### src/rtl/bilbo_reg_n.sv
// BILBO register: parallel load, scan shift, PRPG and MISR modes, with a
// counted PRPG/MISR session controller and signature compare.
`timescale 1ns/1ps
module bilbo_reg_n #(
  parameter int unsigned           WIDTH = 8,
  parameter logic [WIDTH-1:0]      POLY  = WIDTH'(8'hB8),
  parameter logic [WIDTH-1:0]      SEED  = WIDTH'(8'h01),
  parameter int unsigned           CW    = 16
) (
  input  logic             clock,
  input  logic             rst,
  input  logic [1:0]       mode,
  input  logic             en,
  input  logic [WIDTH-1:0] data,
  input  logic             scan_in,
  input  logic             start,
  input  logic [CW-1:0]    cycles,
  input  logic [WIDTH-1:0] golden,
  output logic [WIDTH-1:0] q,
  output logic             scan_out,
  output logic             busy,
  output logic             done,
  output logic             match
);

  localparam logic [1:0] M_NORMAL = 2'b00;
  localparam logic [1:0] M_SCAN   = 2'b01;
  localparam logic [1:0] M_PRPG   = 2'b10;

  typedef enum logic [1:0] {IDLE, RUN, DONE} state_t;

  state_t           state_q;
  logic [CW-1:0]    cnt_q;
  logic [1:0]       sess_mode_q;
  logic             busy_q;
  logic             done_q;
  logic [WIDTH-1:0] q_q, q_d;
  logic             fb;
  logic [WIDTH-1:0] lfsr_next;
  logic             mode_chg;

  assign fb        = ^(q_q & POLY);
  assign lfsr_next = {q_q[WIDTH-2:0], fb};
  // Leaving the session's mode aborts a RUN or releases DONE.
  assign mode_chg  = (mode != sess_mode_q);

  always_comb begin
    q_d = q_q;
    if (state_q == RUN) begin
      if (!mode_chg) begin
        if (sess_mode_q == M_PRPG) q_d = (q_q == '0) ? SEED : lfsr_next;
        else                       q_d = lfsr_next ^ data;
      end
    end else if (!mode[1] && en) begin
      if (mode == M_NORMAL)    q_d = data;
      else if (mode == M_SCAN) q_d = {q_q[WIDTH-2:0], scan_in};
    end
  end

  always_ff @(posedge clock or posedge rst) begin
    if (rst) q_q <= '0;
    else     q_q <= q_d;
  end

  always_ff @(posedge clock or posedge rst) begin
    if (rst) begin
      state_q     <= IDLE;
      cnt_q       <= '0;
      sess_mode_q <= M_NORMAL;
      busy_q      <= 1'b0;
      done_q      <= 1'b0;
    end else begin
      case (state_q)
        IDLE, DONE: begin
          if (state_q == DONE && mode_chg) begin
            state_q <= IDLE;
            done_q  <= 1'b0;
          end else if (start && mode[1]) begin
            sess_mode_q <= mode;
            if (cycles != '0) begin
              state_q <= RUN;
              cnt_q   <= cycles;
              busy_q  <= 1'b1;
              done_q  <= 1'b0;
            end else begin
              state_q <= DONE;
              busy_q  <= 1'b0;
              done_q  <= 1'b1;
            end
          end
        end
        RUN: begin
          if (mode_chg) begin
            state_q <= IDLE;
            busy_q  <= 1'b0;
          end else if (cnt_q == CW'(1)) begin
            state_q <= DONE;
            cnt_q   <= '0;
            busy_q  <= 1'b0;
            done_q  <= 1'b1;
          end else begin
            cnt_q <= cnt_q - CW'(1);
          end
        end
        default: begin
          state_q <= IDLE;
          busy_q  <= 1'b0;
          done_q  <= 1'b0;
        end
      endcase
    end
  end

  assign q        = q_q;
  assign scan_out = q_q[WIDTH-1];
  assign busy     = busy_q;
  assign done     = done_q;
  assign match    = done_q && (q_q == golden);

endmodule

### config.mk
export PLATFORM = sky130hd
export DESIGN_NAME = bilbo_reg_n
export DESIGN_NICKNAME = d
export VERILOG_FILES = /design/src/rtl/bilbo_reg_n.sv
export SDC_FILE = /design/constraint.sdc
export NUM_CORES = 1
export LEC_CHECK = 0
export BUFFER_PORTS_ARGS = -buffer_cell sky130_fd_sc_hd__buf_2
export CAP_MARGIN = 40
export CORE_MARGIN = 2
export CORE_UTILIZATION = 45
export DETAILED_ROUTE_END_ITERATION = 10
export PLACE_DENSITY = 0.69
export SLEW_MARGIN = 20
export SYNTH_ARGS = -nofsm -noshare
export SYNTH_HDL_FRONTEND = slang
export SYNTH_SLANG_ARGS = --single-unit
### constraint.sdc
create_clock -name clock -period 4.9 [get_ports clock]
set_clock_uncertainty 0.05 [all_clocks]
set_input_delay 0.245 -clock clock [delete_from_list [all_inputs] [get_ports clock]]
set_output_delay 0.245 -clock clock [all_outputs]
set_load 0.02 [all_outputs]
======== After elaboration in Yosys (flattened, before gate mapping) ========
Index checks and enable logic that the tools add are counted.
cells by class
  bitwise gates (word level) .............. 2
  multiplexer cells ....................... 31
  add/subtract/negate cells ............... 1
  reduce and logical (&&, ||, !) cells .... 20
  equality and inequality tests ........... 14
operators with widths
  kind                     count
  $mux W16                 5
  $mux W8                  7
  $pmux W16 S2             1
  $eq A16 B1 Y1 const B    1
  $reduce_bool A16 Y1      1
  $sub A16 B1 Y16 const B  1
  $reduce_and A3 Y1        4
  $mux W1                  10
  $mux W2                  5
  $eq A8 B8 Y1             1
  $logic_not A8 Y1         1
  $ne A2 B2 Y1 const B     4
  $reduce_xor A8 Y1        1
  $xor A8 B8 Y8            1
  $reduce_and A5 Y1        1
  $eq A2 B1 Y1 const B     2
  $eq A2 B2 Y1 const B     2
  $logic_and A1 B1 Y1      4
  $logic_not A2 Y1         2
  $pmux W1 S2              2
  $pmux W2 S2              1
  $reduce_bool A2 Y1       2
  $ne A3 B2 Y1 const B     1
  $ne A3 B3 Y1 const B     1
  7 further kinds          7
word-level totals
  input bits .............................. 39
  word-level logic and storage cells ...... 74
  register bits after elaboration ......... 30

======== Logic depth before layout (Yosys ltp) ========
Gate-level depths: netlist (run 1).
  depth in word-level cells ............... 5
  depth in mapped cells ................... 8
  mapped depth without buffers ............ 7

======== Least setup slack after synthesis (run 1) ========
OpenSTA, ideal clock, no wires.
  path kind ............................... register to register
  start ................................... reg cnt_q[7]
  end ..................................... reg cnt_q[8]
  setup time .............................. 126 ps
  buffers on the path ..................... 0
  arrival time ............................ 2179 ps
  clock period less this slack ............ 2354 ps
  stages on the path, launching flop included .. 6
  slack ................................... 2546 ps
  cell sequence ........................... dfrtp_1 > or4_4 > or4_4 > o21ai_4 > o21ai_2 > a221o_1
between the ends
  longest elaborated chain between the ends .. 4
  elaborated cells between the ends (all ways) .. 5
ends and longest elaborated chain
  element                                           RTL line  source
  start: declaration                                33        logic [CW-1:0] cnt_q;
  start signal: assignment                          82        cnt_q <= cycles;
  start signal: assignment                          102       cnt_q <= cnt_q - CW'(1);
  $sub A16 B1 Y16 or $eq A16 B1 Y1 (tied branches)  102, 96
  $mux W16 (*)                                      96        end else if (cnt_q == CW'(1)) begin
  $mux W16 (*)                                      93        if (mode_chg) begin
  $pmux W16 S2 (*)                                  73        case (state_q)
Every way passes the cells marked *; elsewhere a longest branch is shown, timed or not. The select of a mux whose other input is x is not followed.
A chain may end at the register's enable or synchronous reset.

======== Final worst setup path (run 1) ========
  start ................................... reg cnt_q[0]
  end ..................................... reg cnt_q[14]
The elaborated chain is that of the path after synthesis.

==> results of run 1 <==
==> state kept, by name, summed over array words and instances, names as in the netlist <==
register / flops
q: 8
done: 1
sess_mode_q: 2
busy: 1
state_q: 2
cnt_q: 16
==> power breakdown <==
part           switching [uW]  internal, uW  leakage (uW)
Sequential                157           364      0.000357
Clock                    86.3           108     0.0000431
Combinational             454           328      0.000700
==> routing by layer <==
metal	routed length [um]	track usage [%]	up-vias
met4	86	8.48	0
met5	0	0	-
met1	2680	32.2	1035
li1	-	-	1074
met3	361	3.98	11
met2	2660	35.5	86
==> kinds of logic after synthesis <==
kind of cell | Yosys count | synth area share [%]
and+or+nand+nor | 94 | 23.8
AOI/OAI and AO/OA | 89 | 29.2
DFF | 30 | 34.7
buffers and inverters | 24 | 4.34
xor gates and xnor gates | 12 | 4.86
muxes | 3 | 1.45
adders and majority gates | 3 | 1.74
==> repair_timing <==
item	CTS	global route
resized for setup	0	0
endpoints found under the hold margin	2	0
buffers inserted	0	0
setup endpoints to repair	0	0
hold buffers	1	0
==> cells in the mapped netlist, drive strengths merged (2+ instances only) <==
library cell | instances | area share [%]
nor4b | 3 | 1.2
a211oi | 2 | 0.69
clkbuf | 11 | 1.9
a221o | 4 | 1.9
nand2 | 32 | 5.6
xnor2 | 9 | 3.6
ha | 3 | 1.7
a21boi | 2 | 0.69
nand3b | 2 | 0.69
o22ai | 9 | 2.6
a32oi | 4 | 1.6
o22a | 3 | 1.2
nand2b | 3 | 0.87
o21ai | 19 | 5.1
and2 | 2 | 0.58
dfrtp | 30 | 35
mux2i | 2 | 0.93
o21a | 2 | 0.69
nor2b | 3 | 0.87
nor4 | 10 | 3.6
inv | 11 | 1.9
o211ai | 6 | 2.1
or2 | 2 | 0.58
or3 | 4 | 1.2
a31oi | 3 | 0.87
nor2 | 10 | 1.7
nor3 | 7 | 1.6
nand3 | 5 | 1.2
or4 | 3 | 1.4
o31ai | 8 | 2.8
xor2 | 3 | 1.2
a21o | 3 | 1.0
buf | 2 | 0.52
o41ai | 2 | 0.81
a21oi | 10 | 2.3
o2bb2ai | 3 | 1.2
a22oi | 2 | 0.69
and3 | 4 | 1.2
==> critical path: cells and delay by family, from the launching register on <==
family | cells | cell delay (ps)
AND/OR/NAND/NOR | 2 | 1140
adder cells (fa/ha/maj) | 1 | 200
AO/OA/AOI/OAI | 3 | 460
flip-flops | 1 | 430
buffers and inverters | 1 | 140
==> per-stage QoR <==
step / cells / cell area [um2]
floorplan: 255 / 2160
CTS: 355 / 2540
finish: 357 / 2550
detailed placement: 348 / 2440
global placement: 348 / 2440
global route: 357 / 2550
==> final cells by class <==
cell class                 count  area [um2]
clock buffer                   6        82.6
inverter                      11        41.3
fill                         467        2140
tap                           54        67.6
timing repair buffer          55         290
sequential                    30         751
multi-input combinational    201        1320
==> worst min-delay path by stage <==
| stage | end | cells past startpoint | slack [ps] |
|---|---|---|---|
| 2_1_floorplan | busy | 1 | 290 |
| 3_3_place_gp | cnt_q[14] | 3 | 300 |
| 3_5_place_dp | cnt_q[14] | 3 | 300 |
| 4_1_cts | cnt_q[3] | 2 | 150 |
| 5_1_grt | cnt_q[6] | 3 | 160 |
| 6_report | cnt_q[3] | 2 | 150 |
==> impl_metrics.toml, run 1 <==
[timing]
slew_headroom_pct = 50.0
max_freq_mhz = 391
slew_viol_final = 0
hold_viol = 0
period_share_pct = 52.3
setup_violations = 0
post-route-min-period_ps = 2560
hold_ws_ps = 153
worst_pin_slew_ps = 743
fin_setup_tns_ps = 0
setup_ws_ps = 2340
rsz0062_at_grt = "no"

[worst_setup_path]
cp_common_cell = "o21ai_0"
reg2reg_from = "cnt_q[0]"
worst-path-max-fanout = 7
reg2reg_slack_ps = 2340
cp-start-kind = "flop"
r2r-end = "cnt_q[14]"
crit_path_end = "cnt_q[14]"
required_ps = 4980
r2r_cells = 7
cpPeakStageDelay_ps = 600
end_kind = "flop"
crit_type = "reg -> reg"
path_cells = "inv_1 > ha_1 > or3b_2 > nor4_1 > a221oi_1 > o21ai_0 > o21ai_0"
crit_start = "cnt_q[0]"
slowest_stage = "nor4_1"
arrival_ps = 2640

[detailed_routing]
route.vias.total = 2206
drt_wl_total_mm = 5.78
firstDrtPassIters = 5
postRouteAntennaNets = 0
wire_per_inst_um = 16.2
drc = 0
drt-vias-per-instance = 6.18
drtIter0Drc = 184

[floorplan]
fp.dieH_um = 73.3
rows = 25
coreArea_mm2 = 0.00469
start_util_pct = 46.1
die_w_um = 73.3
dieArea_mm2 = 0.00538
num_io_pins = 51

[clock_tree]
clk_pin_slew_ps = 60
numCtsBuffers = 5
cts_tree = "built"
clk_latency_ps = 280
h-tree-depth = 2
clk_path_buf_depth = 2
cts-root-buf = "clkbuf_8"
clock_sinks = 30

[synth]
syn_area_mm2 = 0.00216
syn_nets = 297
netlist_instances = 255
synth-seq-cells = 30
async_flop_share_pct = 100
synth_warnings = 0
ys_seq_area_share_pct = 34.7
synth-edff-count = 0
synth_ff_type = "dfrtp_1"
synth_cell_types = 56
avgSynthCellArea_um2 = 8.48

[placement]
gp_routability_congestion = 0.897
port_buffers = 50
place_hpwl_mm = 4.16
place_ws_ps = 2380

[power]
irDropWorstVdd_uv = 249
total_power_uw = 1500
p_leak_uw = 0.00110
power_density_mw_per_mm2 = 587

[grt]
grt_overflow = 0
antenna_found_initial = 0
grt.total_usage_pct = 22.9
grt_pass1_wl_mm = 9.62
first_global_vias = 1999
grt_max_degree = 31

[final_layout]
n_antenna_cell = 0
final_core_util_pct = 54.4
layout-drive-gt1-share_pct = 22.8
syn2layout_area_growth_pct = 17.9
layout_common_cells = "buf_2, nand2_1, dfrtp_1"
final_common_cell = "buf_2"
nets = 346

[run]
maxCapViolCount = 0

[hold_path]
hold_start = "cycles[3]"
hold_class = "in -> reg"

[status]
outcome = "finished clean"
Power figures use the tool's default switching activity.
==> run 2, diff against run 1 <==
ABC_AREA = 1   (was unset)
PLACE_DENSITY = 0.68   (was 0.69)
clock period = 2.39 ns   (was 4.9 ns; I/O delays follow)
==> run 2 against run 1 <==
  * Fmax up 37%
  * Clock power up 120%
  * Sequential share of layout area down 3.0 points
  * Synthesized cell count up 51%
  * Final cell count up 42%
  * Clock-buffer cell count up 1
  * Non-clock buffer count down 1
  * Sequential cell count unchanged
  * First-iteration DRC count down 51%
  * Total power up 140%
  * Cell area up 11%
  * Combinational power rose to 2.8 times the previous value
  * Largest cell class unchanged
  * Highest routed layer unchanged
==> impl_metrics.toml, run 2 <==
[floorplan]
num_io_pins = 51
coreArea_mm2 = 0.00517
dieArea_mm2 = 0.00607
start_util_pct = 47.5
fp.dieH_um = 77.9
rows = 26
die_w_um = 77.9

[worst_setup_path]
reg2reg_from = "state_q[1]"
required_ps = 2520
reg2reg_slack_ps = 520
cpPeakStageDelay_ps = 440
slowest_stage = "dfrtp_1"
crit_buf_inv = 2
crit_type = "reg -> reg"
path_delay_family = "simple AND/OR/NAND/NOR gates"
r2r-end = "q[5]"
cp_common_cell = "nand2_1"
path_cells = "nor2_4 > inv_2 > nand3_1 > nand2_1 > inv_2 > a21oi_1 > nand2_1 > nand2_1"
worst-path-max-fanout = 24
r2r_cells = 8
end_kind = "flop"
arrival_ps = 2000
cp-start-kind = "flop"

[grt]
grt_pass1_wl_mm = 10.6
grt_max_degree = 31
grt.total_usage_pct = 21.9
antenna_found_initial = 0
grt_overflow = 0
first_global_vias = 2403

[placement]
gp_routability_congestion = 0.865
port_buffers = 50
place_ws_ps = 514
place_hpwl_mm = 4.57

[detailed_routing]
wire_per_inst_um = 12.1
firstDrtPassIters = 4
route.vias.total = 2516
drtIter0Drc = 90
drc = 0
drt_wl_total_mm = 6.15
postRouteAntennaNets = 0
drt-vias-per-instance = 4.96

[timing]
slew_headroom_pct = 69.5
period_share_pct = 78.3
setup_violations = 0
hold_viol = 0
fin_setup_tns_ps = 0
max_freq_mhz = 534
worst_pin_slew_ps = 456
rsz0062_at_grt = "no"
slew_viol_final = 0
setup_ws_ps = 517
post-route-min-period_ps = 1870

[final_layout]
n_antenna_cell = 0
num-fill-cells = 534
final_common_cell = "nand2_1"
nets = 478
multi_input_area_mm2 = 0.00150
layout_common_cells = "nand2_1, buf_2, nor2_1"
seqCellArea_um2 = 751
largest_reg_flops = 16
syn2layout_area_growth_pct = 15.7
regMostFlops = "cnt_q"
layout-drive-gt1-share_pct = 19.5

[clock_tree]
numCtsBuffers = 5
clock_sinks = 30
h-tree-depth = 2
cts-root-buf = "clkbuf_8"
cts_tree = "built"
clk_latency_ps = 290
clk_pin_slew_ps = 70
post_cts_buffers = 0
clk_path_buf_depth = 2

[synth]
syn_nets = 427
netlist_instances = 385
syn_area_mm2 = 0.00246
synth-seq-cells = 30
synth_top_area_share_pct = 30.6
avgSynthCellArea_um2 = 6.38
synth_ff_type = "dfrtp_1"
synth-edff-count = 0
yosysTopAreaCell = "dfrtp_1"
synth_most_common_cell = "nand2_1"
ys_top_cells_by_area = "dfrtp_1, nand2_1, nor2_1, inv_1, nand3_1"
yosys-top-cells-count = "nand2_1, nor2_1, inv_1"
synth_warnings = 0
ys_seq_area_share_pct = 30.6
synth_cell_types = 31
async_flop_share_pct = 100

[hold_path]
whs_endpoint = "cnt_q[11]"
hold_class = "in -> reg"
hold_start = "cycles[11]"
worstHoldPathCells = 5

[power]
irDropWorstVdd_uv = 595
p_leak_uw = 0.00152
power_density_mw_per_mm2 = 1290

[status]
outcome = "finished clean"

[run]
maxCapViolCount = 0
-- run 2: changes by cell type after synthesis, moves of 5 or more --
cell and change:
nor3_1 -6, o211ai_1 -6, clkbuf_1 -10, nand2_2 +11
o31ai_1 -8, nor2_1 +36, inv_1 +20, buf_2 +5
nand3_1 +18, nor4_1 -9, nand2_1 +118
-- run 2: worst max path at each step --
| stage | start | to | cells after the start |
|---|---|---|---|
| after global placement | state_q[1] | q[6] | 8 |
| after global routing | state_q[0] | q[5] | 9 |
| final | state_q[1] | q[5] | 8 |
| after CTS | state_q[0] | q[5] | 9 |
| after floorplan | q[4] | q[0] | 9 |
| after detailed placement | state_q[1] | q[5] | 8 |
-- run 2: routing by layer --
layer  vias up  wire, um  global-route usage, %
met3        12       351                   3.37
met5         -         0                      0
li1       1312         -                      -
met1      1116      2760                   26.9
met4         0       128                   10.4
met2        76      2910                   37.4
-- run 2: cell families after synthesis --
group / after synthesis / share of synthesized area [%]
AND/OR/NAND/NOR: 245 / 42.6
adder cells (fa/ha/maj): 3 / 1.53
AO/OA/AOI/OAI: 45 / 10.2
buffers and inverters: 45 / 8.40
XOR/XNOR: 17 / 6.67
flip-flops: 30 / 30.6
-- run 2: cell type report --
cell class	count	share of cell area [%]
Clock buffer	7	3.04
Sequential cell	30	26.4
Tap cell	70	3.08
Clock inverter	1	0.176
Inverter	35	4.62
Timing Repair Buffer	54	9.95
Multi-Input combinational cell	310	52.7
-- run 2: per-stage QoR --
step / instances / power, uW / cell area, um2 / hold slack (ps) / utilization, %
final: 507 / 3660 / 2840 / 82.2 / 55.0
after global routing: 507 / 4040 / 2840 / 104 / 55.0
after CTS: 507 / 3690 / 2840 / 78.2 / 55.0
after global placement: 498 / 3200 / 2740 / 177 / 53.0
after floorplan: 385 / 2800 / 2460 / 160 / -
after detailed placement: 498 / 3240 / 2740 / 182 / 53.0
-- run 2: what timing repair did --
action | 4_1_cts | 5_1_grt
resized for setup | 0 | 0
hold buffers | 1 | 0
endpoints found under the hold margin | 30 | 0
-- run 2: power by group --
group / internal, uW / leakage (uW) / switching, uW
logic: 786 / 0.00110 / 1370
registers: 740 / 0.000370 / 328
clock network: 232 / 0.0000482 / 201
total: 1760 / 0.00152 / 1900
-- run 2: worst register-to-register path: stages, from the launching register on --
cell     delay [ps]
dfrtp_1         440
nor2_4          320
inv_2           260
nand3_1         140
nand2_1         230
inv_2           170
a21oi_1          50
nand2_1          50
nand2_1          50
==> run 3, diff against run 2 <==
PLACE_DENSITY = 0.7   (was 0.68)
clock period = 1.6 ns   (was 2.39 ns; I/O delays follow)
==> run 3 against run 2 <==
  * Clock-buffer cell count unchanged
  * Global-route usage increased by 0.30 points
  * Sequential cell count unchanged
  * Non-clock buffer count increased by 30
  * Clock power increased by 55%
  * Largest cell class unchanged
  * Via count increased by 4.6%
==> impl_metrics.toml, run 3 (synthesis gave the netlist of run 2 again) <==
[clock_tree]
clk_latency_ps = 290
cts_tree = "built"
cts-root-buf = "clkbuf_8"
h-tree-depth = 2
clk_pin_slew_ps = 70
numCtsBuffers = 5
clk_path_buf_depth = 2
clock_sinks = 30

[floorplan]
num_io_pins = 51
die_w_um = 77.9
coreArea_mm2 = 0.00517
dieArea_mm2 = 0.00607
start_util_pct = 47.5
fp.dieH_um = 77.9
rows = 26

[worst_setup_path]
crit_buf_inv = 1
crit_type = "reg -> out"
cp-start-kind = "flop"
cpPeakStageDelay_ps = 440
end_kind = "output pin"
arrival_ps = 1420
slowest_stage = "dfrtp_2"
required_ps = 1470
worst-path-max-fanout = 5
path_delay_family = "flip-flops"
path_cells = "xnor2_1 > nand4_1 > nor3b_2 > buf_4"

[detailed_routing]
drtIter0Drc = 128
drc = 0
drt_wl_total_mm = 6.58
postRouteAntennaNets = 0
wire_per_inst_um = 12.2
route.vias.total = 2632
firstDrtPassIters = 4
drt-vias-per-instance = 4.90

[timing]
post-route-min-period_ps = 1550
hold_ws_ps = 39.9
slew_headroom_pct = 72.9
worst_pin_slew_ps = 407
setup_ws_ps = 46.1
hold_viol = 0
max_freq_mhz = 644
period_share_pct = 97.1
setup_violations = 0
slew_viol_final = 0
fin_setup_tns_ps = 0

[final_layout]
final_common_cell = "nand2_1"
regMostFlops = "cnt_q"
syn2layout_area_growth_pct = 30.9
n_antenna_cell = 0
largest_reg_flops = 16
layout-drive-gt1-share_pct = 31.0
nets = 508
layout_common_cells = "nand2_1, buf_2, nor2_1"
fin_area_mm2 = 0.00321

[placement]
port_buffers = 50
place_hpwl_mm = 4.78
gp_routability_congestion = 0.838
place_ws_ps = 9.08
detailed_place.area_mm2 = 0.00294

[power]
irDropWorstVdd_uv = 988
power_density_mw_per_mm2 = 1990
p_leak_uw = 0.00170
total_power_uw = 6410

[grt]
grt_max_degree = 31
antenna_found_initial = 0
grt_pass1_wl_mm = 10.8
grt.total_usage_pct = 22.2
grt_overflow = 0
first_global_vias = 2419

[status]
outcome = "finished clean"

[run]
maxCapViolCount = 0

[hold_path]
hold_class = "in -> reg"
## run 3: cell types whose count changed in the layout (fill, tap and decap cells not counted), sizes merged
cell,change
buf,+30
## run 3: metal layers
layer / vias up / track usage [%] / wire (um)
met5: - / 0 / 0
met4: 0 / 6.79 / 101
met3: 10 / 4.30 / 268
met2: 63 / 39.1 / 3280
met1: 1187 / 27.2 / 2930
li1: 1372 / - / -
## run 3: what timing repair did
item                                    in CTS  in global routing
endpoints found under the hold margin       30                  0
hold buffers                                 1                  0
gates resized for setup                      6                 29
pin swaps                                    2                  7
buffers inserted                             1                  8
endpoints found under the setup margin       2                 20
## run 3: layout make-up
type	instances	area (um2)
Clock buffer	7	86.3
Timing Repair Buffer	84	536
Multi-Input combinational cell	310	1610
Clock inverter	1	5.00
Sequential cell	30	761
Inverter	35	131
Tap cell	70	87.6
Fill cell	491	1960
## run 3: stage by stage
step / std cells / util (%)
after CTS: 530 / 59.1
after detailed placement: 521 / 56.8
after global placement: 521 / 56.8
final: 537 / 62.1
after floorplan: 385 / -
after global routing: 537 / 62.1
## run 3: worst min-delay path, stage by stage
cell     delay, ps
buf_2           90
nand2_1         50
nand2_1         50
nand2_1         40
nand2_1         40
## run 3: where the power goes
group / total [uW] / leakage [uW] / internal, uW / switching [uW]
Combinational: 4230 / 0.00129 / 1800 / 2430
Sequential: 1510 / 0.000360 / 1130 / 381
Clock: 671 / 0.0000482 / 347 / 323
Total: 6410 / 0.00170 / 3270 / 3140
## run 3: worst paths after layout
path / start / end / slack, ps / depth (start not counted)
worst max-delay path: q[6] / match / 50 / 4
worst min-delay path: cycles[13] / cnt_q[13] / 40 / 5
worst max register to register: q[5] / q[0] / 90 / 8
worst min register to register: busy / busy / 430 / 2
max in group asynchronous: rst / q[6] / 810 / 4
min in group asynchronous: rst / cnt_q[3] / 380 / 4
